File: src/rtl/uart_fifo_ctrl_pkg.sv
// Shared definitions for the UART FIFO sequencing controller: TX FSM state
// encoding and the default RX character-timeout length.
package uart_fifo_ctrl_pkg;

  // TX sequencer states; encodings are fixed so the register block can decode them.
  typedef enum logic [1:0] {
    TX_IDLE  = 2'd0,
    TX_FETCH = 2'd1,
    TX_SEND  = 2'd2
  } tx_state_e;

  // Default RX character-timeout length in clk_i cycles.
  localparam int DEFAULT_TIMEOUT_CYCLES = 4096;

endpackage

File: src/rtl/uart_fifo_ctrl_if.sv
// Valid/ready character stream between the FIFO controller and the UART
// serializer. The controller is the master; the serializer is the slave.
interface uart_fifo_ctrl_if #(
  parameter int DATA_SIZE = 8
);
  import uart_fifo_ctrl_pkg::*;

  logic                 valid;
  logic [DATA_SIZE-1:0] data;
  logic                 ready;

  modport master (output valid, output data, input ready);
  modport slave  (input valid, input data, output ready);

endinterface

File: src/rtl/uart_tx_sequencer.sv
// TX sequencer: pulls one character from the TX FIFO, holds it on the
// serializer handshake until accepted, then returns to IDLE. Every output
// is a flop so nothing combinational reaches the FIFO or the serializer.
module uart_tx_sequencer
  import uart_fifo_ctrl_pkg::*;
#(
  parameter int DATA_SIZE = 8
) (
  input  logic                 clk_i,
  input  logic                 arstn_i,
  input  logic                 rst_i,
  input  logic                 tx_en_i,
  input  logic                 tx_fifo_load_i,
  input  logic [DATA_SIZE-1:0] tx_fifo_data_i,
  output logic                 tx_fifo_pull_o,
  output logic                 tx_valid_o,
  output logic [DATA_SIZE-1:0] tx_data_o,
  input  logic                 tx_ready_i,
  output logic                 tx_busy_o
);

  tx_state_e            state_q;
  logic                 pull_q;
  logic                 valid_q;
  logic [DATA_SIZE-1:0] data_q;
  logic                 busy_q;

  // TX FSM with registered pull, valid, data and busy outputs.
  // NOTE: state flops use non-blocking assignments so every flop samples
  // the pre-edge value of its inputs, independent of statement order.
  always_ff @(posedge clk_i or negedge arstn_i) begin
    if (!arstn_i) begin
      state_q <= TX_IDLE;
      pull_q  <= 1'b0;
      valid_q <= 1'b0;
      data_q  <= '0;
      busy_q  <= 1'b0;
    end else if (rst_i) begin
      state_q <= TX_IDLE;
      pull_q  <= 1'b0;
      valid_q <= 1'b0;
      data_q  <= '0;
      busy_q  <= 1'b0;
    end else begin
      pull_q <= 1'b0;
      case (state_q)
        TX_IDLE: begin
          // Only start when the FIFO head is valid, so a pull never hits an empty FIFO.
          if (tx_en_i && tx_fifo_load_i) begin
            state_q <= TX_FETCH;
            pull_q  <= 1'b1;
            busy_q  <= 1'b1;
          end
        end
        TX_FETCH: begin
          // The head is still presented during the pull cycle; capture it now.
          data_q  <= tx_fifo_data_i;
          valid_q <= 1'b1;
          state_q <= TX_SEND;
        end
        TX_SEND: begin
          // tx_en_i is ignored here: a character once fetched is always delivered.
          if (tx_ready_i) begin
            valid_q <= 1'b0;
            busy_q  <= 1'b0;
            state_q <= TX_IDLE;
          end
        end
        default: begin
          valid_q <= 1'b0;
          busy_q  <= 1'b0;
          state_q <= TX_IDLE;
        end
      endcase
    end
  end

  assign tx_fifo_pull_o = pull_q;
  assign tx_valid_o     = valid_q;
  assign tx_data_o      = data_q;
  assign tx_busy_o      = busy_q;

endmodule

File: src/rtl/uart_fifo_ctrl.sv
// UART FIFO sequencing controller: TX FIFO -> serializer via the TX
// sequencer, deserializer -> RX FIFO with overrun protection, plus the
// RX-trigger, TX-empty and (optional) RX-timeout interrupt levels.
// Optional feature macro: UART_FIFO_CTRL_RX_TIMEOUT_EN (RX character timeout).
module uart_fifo_ctrl
  import uart_fifo_ctrl_pkg::*;
#(
  parameter int DATA_SIZE    = 8,
  parameter int INDEX_LENGTH = 4,
  parameter int FIFO_SIZE    = 16
`ifdef UART_FIFO_CTRL_RX_TIMEOUT_EN
  ,
  parameter int TIMEOUT_CYCLES = DEFAULT_TIMEOUT_CYCLES
`endif
) (
  input  logic                    clk_i,
  input  logic                    arstn_i,
  input  logic                    rst_i,
  input  logic                    tx_en_i,
  input  logic                    tx_fifo_load_i,
  input  logic [DATA_SIZE-1:0]    tx_fifo_data_i,
  output logic                    tx_fifo_pull_o,
  uart_fifo_ctrl_if.master        tx_ser,
  input  logic                    rx_en_i,
  input  logic                    rx_valid_i,
  input  logic [DATA_SIZE-1:0]    rx_data_i,
  output logic                    rx_fifo_push_o,
  output logic [DATA_SIZE-1:0]    rx_fifo_data_o,
  input  logic [INDEX_LENGTH:0]   rx_fifo_space_i,
  input  logic                    rx_fifo_load_i,
  input  logic [INDEX_LENGTH:0]   rx_trig_i,
  input  logic                    overrun_clr_i,
  output logic                    overrun_o,
  output logic                    irq_rx_o,
  output logic                    irq_tx_empty_o,
  output logic                    irq_rx_timeout_o,
  output logic                    tx_busy_o
);

  localparam logic [INDEX_LENGTH:0] FIFO_SIZE_W = (INDEX_LENGTH+1)'(FIFO_SIZE);

  logic                  tx_busy;
  logic                  push_q,         push_d;
  logic [DATA_SIZE-1:0]  rx_data_q,      rx_data_d;
  logic                  overrun_q,      overrun_d;
  logic                  irq_rx_q,       irq_rx_d;
  logic                  irq_tx_empty_q, irq_tx_empty_d;
  logic [INDEX_LENGTH:0] eff_space;
  logic [INDEX_LENGTH:0] fill;

  uart_tx_sequencer #(
    .DATA_SIZE (DATA_SIZE)
  ) u_tx_seq (
    .clk_i          (clk_i),
    .arstn_i        (arstn_i),
    .rst_i          (rst_i),
    .tx_en_i        (tx_en_i),
    .tx_fifo_load_i (tx_fifo_load_i),
    .tx_fifo_data_i (tx_fifo_data_i),
    .tx_fifo_pull_o (tx_fifo_pull_o),
    .tx_valid_o     (tx_ser.valid),
    .tx_data_o      (tx_ser.data),
    .tx_ready_i     (tx_ser.ready),
    .tx_busy_o      (tx_busy)
  );

  // Next-state for RX push, sticky overrun and the interrupt levels.
  // NOTE: every variable gets a default at the top so no path leaves it
  // unassigned, which would otherwise infer a latch.
  always_comb begin
    push_d         = 1'b0;
    rx_data_d      = rx_data_q;
    overrun_d      = overrun_q;
    // The space input lags our own push by a cycle, so discount it here.
    eff_space      = rx_fifo_space_i - {{INDEX_LENGTH{1'b0}}, push_q};
    fill           = FIFO_SIZE_W - rx_fifo_space_i;

    if (overrun_clr_i) begin
      overrun_d = 1'b0;
    end
    // Placed after the clear so a simultaneous set wins.
    if (rx_valid_i && rx_en_i) begin
      if (eff_space != '0) begin
        push_d    = 1'b1;
        rx_data_d = rx_data_i;
      end else begin
        overrun_d = 1'b1;
      end
    end

    irq_rx_d       = (rx_trig_i != '0) && rx_fifo_load_i && (fill >= rx_trig_i);
    irq_tx_empty_d = !tx_busy && !tx_fifo_load_i;
  end

  // RX and interrupt state registers; soft reset behaves like the async one.
  always_ff @(posedge clk_i or negedge arstn_i) begin
    if (!arstn_i) begin
      push_q         <= 1'b0;
      rx_data_q      <= '0;
      overrun_q      <= 1'b0;
      irq_rx_q       <= 1'b0;
      irq_tx_empty_q <= 1'b1;
    end else if (rst_i) begin
      push_q         <= 1'b0;
      rx_data_q      <= '0;
      overrun_q      <= 1'b0;
      irq_rx_q       <= 1'b0;
      irq_tx_empty_q <= 1'b1;
    end else begin
      push_q         <= push_d;
      rx_data_q      <= rx_data_d;
      overrun_q      <= overrun_d;
      irq_rx_q       <= irq_rx_d;
      irq_tx_empty_q <= irq_tx_empty_d;
    end
  end

`ifdef UART_FIFO_CTRL_RX_TIMEOUT_EN
  localparam int              TO_W   = $clog2(TIMEOUT_CYCLES + 1);
  localparam logic [TO_W-1:0] TO_MAX = TO_W'(TIMEOUT_CYCLES);

  logic [TO_W-1:0]       to_cnt_q;
  logic                  irq_to_q;
  logic [INDEX_LENGTH:0] space_prev_q;

  // Character timeout: count idle cycles with unread data below the trigger;
  // saturate at the limit and hold the interrupt until new activity.
  always_ff @(posedge clk_i or negedge arstn_i) begin
    if (!arstn_i) begin
      to_cnt_q     <= '0;
      irq_to_q     <= 1'b0;
      space_prev_q <= FIFO_SIZE_W;
    end else if (rst_i) begin
      to_cnt_q     <= '0;
      irq_to_q     <= 1'b0;
      space_prev_q <= FIFO_SIZE_W;
    end else begin
      space_prev_q <= rx_fifo_space_i;
      // A rise in free space means software pulled from the RX FIFO.
      if (rx_valid_i || (rx_fifo_space_i > space_prev_q)) begin
        to_cnt_q <= '0;
        irq_to_q <= 1'b0;
      end else begin
        if (rx_fifo_load_i && !irq_rx_q && (to_cnt_q != TO_MAX)) begin
          to_cnt_q <= to_cnt_q + TO_W'(1);
        end
        if (to_cnt_q == TO_MAX) begin
          irq_to_q <= 1'b1;
        end
      end
    end
  end

  assign irq_rx_timeout_o = irq_to_q;
`else
  assign irq_rx_timeout_o = 1'b0;
`endif

  assign rx_fifo_push_o = push_q;
  assign rx_fifo_data_o = rx_data_q;
  assign overrun_o      = overrun_q;
  assign irq_rx_o       = irq_rx_q;
  assign irq_tx_empty_o = irq_tx_empty_q;
  assign tx_busy_o      = tx_busy;

endmodule

File: src/flat_wrapper.sv
// flat-port wrapper written by rule: the top's interface ports become plain ports
module uart_fifo_ctrl_flat import uart_fifo_ctrl_pkg::*;
#(
  parameter int DATA_SIZE    = 8,
  parameter int INDEX_LENGTH = 4,
  parameter int FIFO_SIZE    = 16

)
  (clk_i, arstn_i, rst_i, tx_en_i, tx_fifo_load_i, tx_fifo_data_i, tx_fifo_pull_o, rx_en_i, rx_valid_i, rx_data_i, rx_fifo_push_o, rx_fifo_data_o, rx_fifo_space_i, rx_fifo_load_i, rx_trig_i, overrun_clr_i, overrun_o, irq_rx_o, irq_tx_empty_o, irq_rx_timeout_o, tx_busy_o, tx_ser_valid, tx_ser_data, tx_ser_ready);
  uart_fifo_ctrl_if #(.DATA_SIZE(DATA_SIZE)) tx_ser_i ();
  input  logic clk_i;
  input  logic arstn_i;
  input  logic rst_i;
  input  logic tx_en_i;
  input  logic tx_fifo_load_i;
  input  logic [DATA_SIZE-1:0] tx_fifo_data_i;
  output logic tx_fifo_pull_o;
  input  logic rx_en_i;
  input  logic rx_valid_i;
  input  logic [DATA_SIZE-1:0] rx_data_i;
  output logic rx_fifo_push_o;
  output logic [DATA_SIZE-1:0] rx_fifo_data_o;
  input  logic [INDEX_LENGTH:0] rx_fifo_space_i;
  input  logic rx_fifo_load_i;
  input  logic [INDEX_LENGTH:0] rx_trig_i;
  input  logic overrun_clr_i;
  output logic overrun_o;
  output logic irq_rx_o;
  output logic irq_tx_empty_o;
  output logic irq_rx_timeout_o;
  output logic tx_busy_o;
  output wire logic [$bits(tx_ser_i.valid)-1:0] tx_ser_valid;
  output wire logic [$bits(tx_ser_i.data)-1:0] tx_ser_data;
  input wire logic [$bits(tx_ser_i.ready)-1:0] tx_ser_ready;
  assign tx_ser_valid = tx_ser_i.valid;
  assign tx_ser_data = tx_ser_i.data;
  assign tx_ser_i.ready = tx_ser_ready;
  uart_fifo_ctrl #(.DATA_SIZE(DATA_SIZE), .INDEX_LENGTH(INDEX_LENGTH), .FIFO_SIZE(FIFO_SIZE)) u_core (.clk_i(clk_i), .arstn_i(arstn_i), .rst_i(rst_i), .tx_en_i(tx_en_i), .tx_fifo_load_i(tx_fifo_load_i), .tx_fifo_data_i(tx_fifo_data_i), .tx_fifo_pull_o(tx_fifo_pull_o), .tx_ser(tx_ser_i), .rx_en_i(rx_en_i), .rx_valid_i(rx_valid_i), .rx_data_i(rx_data_i), .rx_fifo_push_o(rx_fifo_push_o), .rx_fifo_data_o(rx_fifo_data_o), .rx_fifo_space_i(rx_fifo_space_i), .rx_fifo_load_i(rx_fifo_load_i), .rx_trig_i(rx_trig_i), .overrun_clr_i(overrun_clr_i), .overrun_o(overrun_o), .irq_rx_o(irq_rx_o), .irq_tx_empty_o(irq_tx_empty_o), .irq_rx_timeout_o(irq_rx_timeout_o), .tx_busy_o(tx_busy_o));
endmodule
File: config.mk
export PLATFORM = sky130hd
export DESIGN_NAME = uart_fifo_ctrl_flat
export DESIGN_NICKNAME = d
export VERILOG_FILES = /design/src/rtl/uart_fifo_ctrl_pkg.sv /design/src/rtl/uart_fifo_ctrl_if.sv /design/src/rtl/uart_tx_sequencer.sv /design/src/rtl/uart_fifo_ctrl.sv /design/src/flat_wrapper.sv
export SDC_FILE = /design/constraint.sdc
export NUM_CORES = 1
export LEC_CHECK = 0
export ABC_AREA = 1
export CELL_PAD_IN_SITES_DETAIL_PLACEMENT = 0
export CELL_PAD_IN_SITES_GLOBAL_PLACEMENT = 1
export CORE_MARGIN = 3
export CORE_UTILIZATION = 33
export CTS_CLUSTER_SIZE = 12
export DETAILED_ROUTE_END_ITERATION = 16
export PLACE_DENSITY = 0.87
export SLEW_MARGIN = 20
export SYNTH_ARGS = -nofsm -noshare
export SYNTH_HDL_FRONTEND = slang
export SYNTH_HIERARCHICAL = 1
export SYNTH_SLANG_ARGS = --single-unit
File: constraint.sdc
create_clock -name clk_i -period 3.7 [get_ports clk_i]
set_clock_uncertainty 0.1 [all_clocks]
set_input_delay 0.925 -clock clk_i [delete_from_list [all_inputs] [get_ports clk_i]]
set_output_delay 0.925 -clock clk_i [all_outputs]
set_load 0.02 [all_outputs]
======== After elaboration in Yosys (flattened, before gate mapping) ========
Index checks and enable logic that the tools add are counted.
word-level totals
  bits in registers ....................... 25
  bits of input ports ..................... 36
  output and inout bits ................... 24
  logic and storage cells ................. 63
operators by class
  add/sub/neg operators ................... 2
  order comparisons ....................... 1
  eq/ne operators ......................... 6
  multiplexer cells ....................... 27
  reduce and logical (&&, ||, !) cells .... 17
operators by type and width
  cell                                           count
  2-to-1 mux 8 bit                               5
  2-to-1 mux 1 bit                               16
  nonzero test 5 bit                             2
  2-to-1 mux 2 bit                               3
  inequality test 3 bit, second input constant   2
  one-hot mux 1 bit (3 select lines)             2
  one-hot mux 2 bit (3 select lines)             1
  AND reduction 2 bit                            3
  nonzero test 2 bit                             3
  greater-or-equal comparator 5 bit              1
  logical AND 1 bit                              5
  subtractor 5 x 1 -> 5 bit                      1
  subtractor 5 bit, first input constant         1
  inequality test 2 bit, second input constant   2
  AND reduction 3 bit                            1
  == test 2 x 1 -> 1 bit, second input constant  1
  == test 2 bit, second input constant           1
  logical NOT 1 bit                              2
  logical NOT 2 bit                              1

======== Logic depth before layout (Yosys ltp) ========
Gate-level depths: netlist of the first run.
  depth after elaboration ................. 5
  gate-level depth with buffers ........... 11
  gate-level depth less buffers ........... 11

======== By module ========
Netlist of the first run, hierarchy kept.
modules (own cells, without submodules)
  module             times used  cells an instance  area each (sq um)  seq. area each (sq um)
  uart_fifo_ctrl     1           95                 823.3              301.5
  uart_tx_sequencer  1           63                 598.1              325.3

======== Worst setup path before layout of the first run ========
OpenSTA, ideal clock, no wires.
  path kind ............................... input-to-reg
  start ................................... input port rx_fifo_space_i[0]
  end ..................................... register u_core.irq_rx_q, in the netlist u_core/irq_rx_o
  setup time .............................. 0.115 ns
  arrival ................................. 2.013 ns
  required time ........................... 3.485 ns
  setup slack ............................. 1.472 ns
  stages on the path ...................... 11
  buffers on the path ..................... 0
  cells stage by stage .................... inv_1 ha_1 nand2_1 xor2_1 ha_1 nand2_1 inv_1 nand2_1 nand3_1 nor2_1 nor2_1
between the ends
  cells in the longest elaborated chain, start to end .. 4
RTL lines
  item                               RTL line               source
  from (decl)                        flat_wrapper.sv:23     input logic [INDEX_LENGTH:0] rx_fifo_space_i;
  subtractor 5 bit                   uart_fifo_ctrl.sv:76   fill = FIFO_SIZE_W - rx_fifo_space_i;
  greater-or-equal comparator 5 bit  uart_fifo_ctrl.sv:91   irq_rx_d = (rx_trig_i != '0) && rx_fifo_load_i && (fill >= rx_trig_i);
  logical AND 1 bit                  uart_fifo_ctrl.sv:91
  2-to-1 mux 1 bit                   uart_fifo_ctrl.sv:103  end else if (rst_i) begin
  to (signal assigned)               uart_fifo_ctrl.sv:113  irq_rx_q <= irq_rx_d;
  to (decl)                          uart_fifo_ctrl.sv:46   logic irq_rx_q, irq_rx_d;
No other way between the ends.
A chain may end at the register's enable or synchronous reset.

======== Worst setup path in the final report of the first run ========
Ends and elaborated chain as after synthesis.

==> flow_summary_export.csv, run 1 <==
group,metric,value,unit
setup_path,worstSetupEndpointType,"flip-flop",
yosys,synth_area_leaders,"dfrtp_1 (42%), inv_1 (7.1%), nand3_2 (7.0%), nand2_1 (6.9%), ha_1 (6.2%)",
setup_path,cp_num_cells,12,
route,drt-initial-drc-count,53,
yosys,synth.top_cell.area_share,42.25,%
power_and_ir_drop,finalPower,0.6083,mW
clocking,clkTransAtPathRegs,0.10,ns
grt,grt_start_max_net_pins,26,
min_path,whs_path_depth,1,
die,num_io_pins,60,
run,cap_violations,0,
clocking,clock_path_buffers,2,
die,core,4086,sq um
yosys,synth_area,1421,sq um
timing,fin_crit_sh,69.37,%
min_path,hp-class,"flip-flop to flip-flop",
yosys,netlist_instances,158,
clocking,cts_buffers,3,
timing,period_minus_slack,2.567,ns
outcome,status,"completed",
die,dieArea,5131,sq um
placement,portBuffers,58,
min_path,holdPathEnd,"u_core/irq_tx_empty_o",
route,first_pass_iters,4,
finish,drive_gt1_share,16.13,%
setup_path,crit_fanout,3,
yosys,synth-async-reset-ratio,100.0,%
route,vias,1218,
setup_path,r2r_setup_slack,2.21,ns
yosys,ys_seq_area_share,44.10,%
clocking,cts_setup_buffers,0,
setup_path,slowest_delay,0.47,ns
power_and_ir_drop,vdd_drop_max,0.1376,mV
grt,gr-total-overflow,0,
yosys,yosysMostFrequentCell,"inv_1",
yosys,synth_edf_count,0,
timing,hold_violations,0,
route,route.detailed.wl_per_inst,11.96,um
yosys,synth_area_per_cell,8.996,sq um
clocking,cts_root_buf,"clkbuf_8",
finish,area_growth,46.57,%
timing,drv_slew,0,
placement,gp_congestion,0.8352,
clocking,clkLatencyLatePin,0.27,ns
yosys,yosysUniqueCellTypes,24,
route,ant_nets,0,
finish,seq_area,626.9,sq um
finish,multi_input_area,635.6,sq um
clocking,cts_tree,"built",
timing,max_freq,389.6,MHz
timing,setup_viol,0,
route,drcViolationCount,0,
setup_path,worst_ep_arrival_time,2.63,ns
die,die_w,71.63,um
clocking,ctsHtreeMaxLevel,1,
placement,dpl.hpwl,2.460,mm
yosys,synth_seq_cells,25,
timing,hold_slack,0.3697,ns
clocking,cts_sinks,25,
setup_path,crit_buf_inv,3,
setup_path,critical-path-top-delay-family,"buffers and inverters",
die,rows,23,
setup_path,worst_r2r_path_depth,7,
route,post_drt_via_cell_ratio,4.562,
setup_path,path_cells,"clkdlybuf4s50_1 -> inv_1 -> ha_1 -> nand2_1 -> xor2_1 -> ha_1 -> nand2_1 -> inv_1 -> nand2_1 -> nand3_1 -> nor2_1 -> nor2_1",
yosys,yosysTopAreaCell,"dfrtp_1",
grt,grt_pass1_wl,5.375,mm
setup_path,timing.rr.end,"u_core/rx_fifo_data_o[1]",
clocking,cts_resized,0,
grt,track_usage,13.16,%
finish,insertedDiodeCount,0,
setup_path,cp.required,3.77,ns
yosys,syn_nets,201,
route,routed_wl,3.193,mm
min_path,hp-start,"u_core/u_tx_seq/tx_busy_o",
grt,antenna_found_initial,0,
setup_path,cp_slowest_cell,"clkdlybuf4s50_1",
die,fp.dieH,71.63,um
timing,rsz0062_at_grt,"false",
setup_path,regToRegStartpoint,"u_core/rx_fifo_push_o",
finish,finalNetCount,261,
timing,tns,0,ns
setup_path,cp-start-kind,"input pin",
yosys,ys_top_cells_by_count,"inv_1 (27), nand2_1 (26), dfrtp_1 (24)",
yosys,synth_ff_type,"dfrtp_1",
setup_path,crit_top_cell,"nand2_1",
yosys,yosysWarnings,6,
power_and_ir_drop,p_per_area,292.0,nW/um^2
grt,grt_pass1_vias,1178,
clocking,cts_hold_buf,0,
finish,n_fill_cell,414,
setup_path,crit_type,"input pin to flip-flop",
die,start_util,34.78,%
power_and_ir_drop,leakagePower,1.022,nW
## placed cells by master, fill, tap and decap left out
cell type / synthesis / layout
clkdlybuf4s50_1: 0 / 58
inv_1: 27 / 27
nand2_1: 26 / 26
dfrtp_1: 24 / 24
nand3_1: 13 / 13
nand3_2: 10 / 10
nand4_1: 9 / 9
o21ai_2: 9 / 9
nor2_1: 8 / 8
ha_1: 7 / 7
inv_2: 4 / 4
clkbuf_8: 0 / 3
xor2_1: 2 / 2
o21ai_0: 2 / 2
nor3_1: 2 / 2
a21oi_1: 2 / 2
nor2_2: 2 / 2
clkinvlp_4: 0 / 1
xnor2_1: 1 / 1
xnor2_2: 1 / 1
clkinv_2: 1 / 1
nand2_4: 1 / 1
nand2_8: 1 / 1
conb_1: 1 / 1
dfstp_2: 1 / 1
buf_4: 2 / 1
## per-layer routing
metal,track usage (%),routed length [um],vias to the layer above
li1,-,-,620
met1,18.03,1428,565
met2,21.84,1608,31
met3,1.683,137,2
met4,3.758,19,0
met5,0,0,-
## logic make-up after synthesis
| group | after synthesis | share of synthesized area, % |
|---|---|---|
| fa+ha+maj | 7 | 6.162 |
| flops | 25 | 44.10 |
| xor+xnor | 4 | 2.994 |
| simple gates | 72 | 28.34 |
| buf+inv | 36 | 11.18 |
| compound gates | 13 | 6.955 |
| other cells | 1 | 0.2638 |
## power breakdown
part           total (mW)  switching [mW]  internal (mW)
sequential          0.291         0.00667          0.285
combinational       0.148          0.0734         0.0743
clock               0.169          0.0927         0.0764
total               0.608           0.173          0.435
## flip-flops by register name, summed over array words and instances, names as in the netlist
register,cells
u_core/rx_fifo_data_o,8
u_core/u_tx_seq/tx_data_o,8
u_core/u_tx_seq/state_q,2
u_core/irq_rx_o,1
u_core/irq_tx_empty_o,1
u_core/overrun_o,1
u_core/rx_fifo_push_o,1
u_core/u_tx_seq/tx_busy_o,1
u_core/u_tx_seq/tx_fifo_pull_o,1
u_core/u_tx_seq/tx_valid_o,1
## per-stage QoR
step | util, % | instance area [sq um] | setup slack, ns | cells
2_1_floorplan | - | 1421 | 1.472 | 158
3_3_place_gp | 49.79 | 2034 | 0.9103 | 263
3_5_place_dp | 49.79 | 2034 | 0.8539 | 263
4_1_cts | 50.98 | 2083 | 1.142 | 267
5_1_grt | 50.98 | 2083 | 0.9676 | 267
6_report | 50.98 | 2083 | 1.133 | 267
## worst max path at each step
stage / from / to / slack, ns
detailed placement: rx_fifo_space_i[0] / u_core/irq_rx_o / 0.85
global placement: rx_fifo_space_i[0] / u_core/irq_rx_o / 0.91
global route: rx_fifo_space_i[0] / u_core/irq_rx_o / 0.97
floorplan: rx_fifo_space_i[0] / u_core/irq_rx_o / 1.47
CTS: rx_fifo_space_i[0] / u_core/irq_rx_o / 1.14
finish: rx_fifo_space_i[0] / u_core/irq_rx_o / 1.13
## final cells by class
type | instances | area share (%)
multi-input cells | 97 | 30.51
clock inverters | 1 | 0.3604
clock buffers | 3 | 1.982
well taps | 50 | 3.003
inverters | 32 | 5.826
repair buffers | 59 | 28.23
flip-flops and latches | 25 | 30.09
Note: power is estimated with default switching activity, not from simulation.
==> run 2, diff against run 1 <==
--- a/config.mk
+++ b/config.mk
@@ -9,10 +9,10 @@
 export CELL_PAD_IN_SITES_DETAIL_PLACEMENT = 0
 export CELL_PAD_IN_SITES_GLOBAL_PLACEMENT = 1
 export CORE_MARGIN = 3
-export CORE_UTILIZATION = 33
+export CORE_UTILIZATION = 30
 export CTS_CLUSTER_SIZE = 12
 export DETAILED_ROUTE_END_ITERATION = 16
-export PLACE_DENSITY = 0.87
+export PLACE_DENSITY = 0.8
 export SLEW_MARGIN = 20
 export SYNTH_ARGS = -nofsm -noshare
 export SYNTH_HDL_FRONTEND = slang
==> constraint.sdc (replaced) <==
create_clock -name clk_i -period 2.65 [get_ports clk_i]
set_clock_uncertainty 0.1 [all_clocks]
set_input_delay 0.6625 -clock clk_i [delete_from_list [all_inputs] [get_ports clk_i]]
set_output_delay 0.6625 -clock clk_i [all_outputs]
set_load 0.02 [all_outputs]
==> run 2 against run 1 <==
  * Final area up 0.48%
  * Sequential share of layout area down 0.14 points
  * Sequential power up 40%
  * Total power up 39%
  * Clock power up 38%
  * First-iteration DRC count down 51%
  * Largest cell class unchanged
  * Die area up 9.1%
  * Utilization down 4.2 points
  * Sequential cell count unchanged
  * Final cell count up 1.1%
==> flow_summary_export.csv, run 2 (same netlist as run 1, synthesis figures left out) <==
group,metric,value,unit
clocking,cts_buffers,3,
finish,n_fill_cell,450,
min_path,holdPathEnd,"u_core/irq_tx_empty_o",
grt,gr-total-overflow,0,
timing,tns,0,ns
route,drcViolationCount,0,
clocking,ctsHtreeMaxLevel,1,
placement,dpl.hpwl,2.411,mm
route,vias,1185,
die,core,4474,sq um
setup_path,slowest_delay,0.47,ns
setup_path,crit_buf_inv,2,
placement,gp_congestion,0.8140,
grt,antenna_found_initial,0,
setup_path,cp.required,2.72,ns
min_path,hp-class,"flip-flop to flip-flop",
clocking,clkLatencyLatePin,0.27,ns
timing,setup_viol,0,
clocking,cts_root_buf,"clkbuf_8",
setup_path,cp_slowest_cell,"clkdlybuf4s50_1",
grt,grt_pass1_vias,1158,
finish,area_growth,47.27,%
route,routed_wl,3.130,mm
route,first_pass_iters,4,
clocking,cts_sinks,25,
run,cap_violations,0,
route,drt-initial-drc-count,26,
finish,drive_gt1_share,16.51,%
timing,hold_slack,0.3611,ns
power_and_ir_drop,p_per_area,404.2,nW/um^2
finish,finalNetCount,262,
setup_path,critical-path-top-delay-family,"buffers and inverters",
outcome,status,"completed",
power_and_ir_drop,vdd_drop_max,0.2198,mV
setup_path,worstSetupEndpointType,"flip-flop",
setup_path,path_cells,"clkdlybuf4s50_1 -> inv_1 -> ha_1 -> nand2_1 -> xor2_1 -> ha_1 -> a21oi_1 -> nand3_1 -> nor2_1 -> nor2_1",
grt,grt_pass1_wl,5.223,mm
placement,portBuffers,58,
die,fp.dieH,74.83,um
finish,final_common_cell,"clkdlybuf4s50_1",
setup_path,cp-start-kind,"input pin",
setup_path,worst_ep_arrival_time,2.34,ns
die,dieArea,5600,sq um
power_and_ir_drop,leakagePower,1.027,nW
clocking,cts_setup_buffers,0,
timing,period_minus_slack,2.268,ns
die,die_w,74.83,um
setup_path,r2r_setup_slack,1.16,ns
setup_path,timing.rr.end,"u_core/rx_fifo_data_o[0]",
clocking,cts_tree,"built",
timing,hold_violations,0,
min_path,hp-start,"u_core/u_tx_seq/tx_busy_o",
setup_path,crit_type,"input pin to flip-flop",
timing,rsz0062_at_grt,"false",
setup_path,crit_fanout,3,
finish,insertedDiodeCount,0,
route,post_drt_via_cell_ratio,4.389,
grt,track_usage,11.98,%
clocking,cts_hold_buf,0,
clocking,clkTransAtPathRegs,0.09,ns
route,ant_nets,0,
timing,fin_crit_sh,85.57,%
die,rows,24,
grt,grt_start_max_net_pins,26,
clocking,cts_resized,0,
die,start_util,31.77,%
setup_path,worst_r2r_path_depth,7,
route,route.detailed.wl_per_inst,11.59,um
timing,max_freq,441.0,MHz
min_path,whs_path_depth,1,
timing,worst_slack,0.3823,ns
setup_path,regToRegStartpoint,"u_core/rx_fifo_push_o",
timing,drv_slew,0,
placement,dp_slack,0.08997,ns
die,num_io_pins,60,
clocking,clock_path_buffers,2,
finish,final_cell_mix,"clkdlybuf4s50_1 (58), inv_1 (27), nand2_1 (26)",
power_and_ir_drop,finalPower,0.8461,mW
==> run 2: where the power goes <==
group	internal, mW	switching [mW]
registers	0.398	0.00940
clock network	0.107	0.126
logic	0.105	0.102
total	0.609	0.237
==> run 2: per-stage QoR <==
step	instance area [sq um]	utilization, %	std cells
3_5_place_dp	2044	45.69	266
6_report	2093	46.78	270
4_1_cts	2093	46.78	270
2_1_floorplan	1421	-	158
3_3_place_gp	2044	45.69	266
5_1_grt	2093	46.78	270
==> run 2: area by class of cell <==
cell class	count	area (sq um)	share of cell area, %
timing repair buffer	60	595.6	28.45
multi-input combinational	97	635.6	30.36
tap	52	65.06	3.108
inverter	32	121.4	5.798
clock buffer	3	41.29	1.973
sequential	25	626.9	29.95
clock inverter	1	7.507	0.3586
==> run 2: worst max path at each step <==
| stage | from | to | cells past startpoint |
|---|---|---|---|
| 2_1_floorplan | rx_fifo_space_i[0] | u_core/irq_rx_o | 11 |
| 3_3_place_gp | rx_fifo_space_i[0] | u_core/irq_rx_o | 12 |
| 3_5_place_dp | rx_fifo_space_i[0] | u_core/irq_rx_o | 12 |
| 4_1_cts | rx_fifo_space_i[0] | u_core/irq_rx_o | 10 |
| 5_1_grt | rx_fifo_space_i[0] | u_core/irq_rx_o | 12 |
| 6_report | rx_fifo_space_i[0] | u_core/irq_rx_o | 10 |
==> run 2: routing by layer <==
layer  GRT usage [%]  part of all wire (%)  vias to the layer above
met2           19.83                    47                       35
met4           3.557                  0.80                        0
met5               0                     0                        -
met3           2.270                   5.9                        2
met1           15.90                    46                      523
li1                -                     -                      625
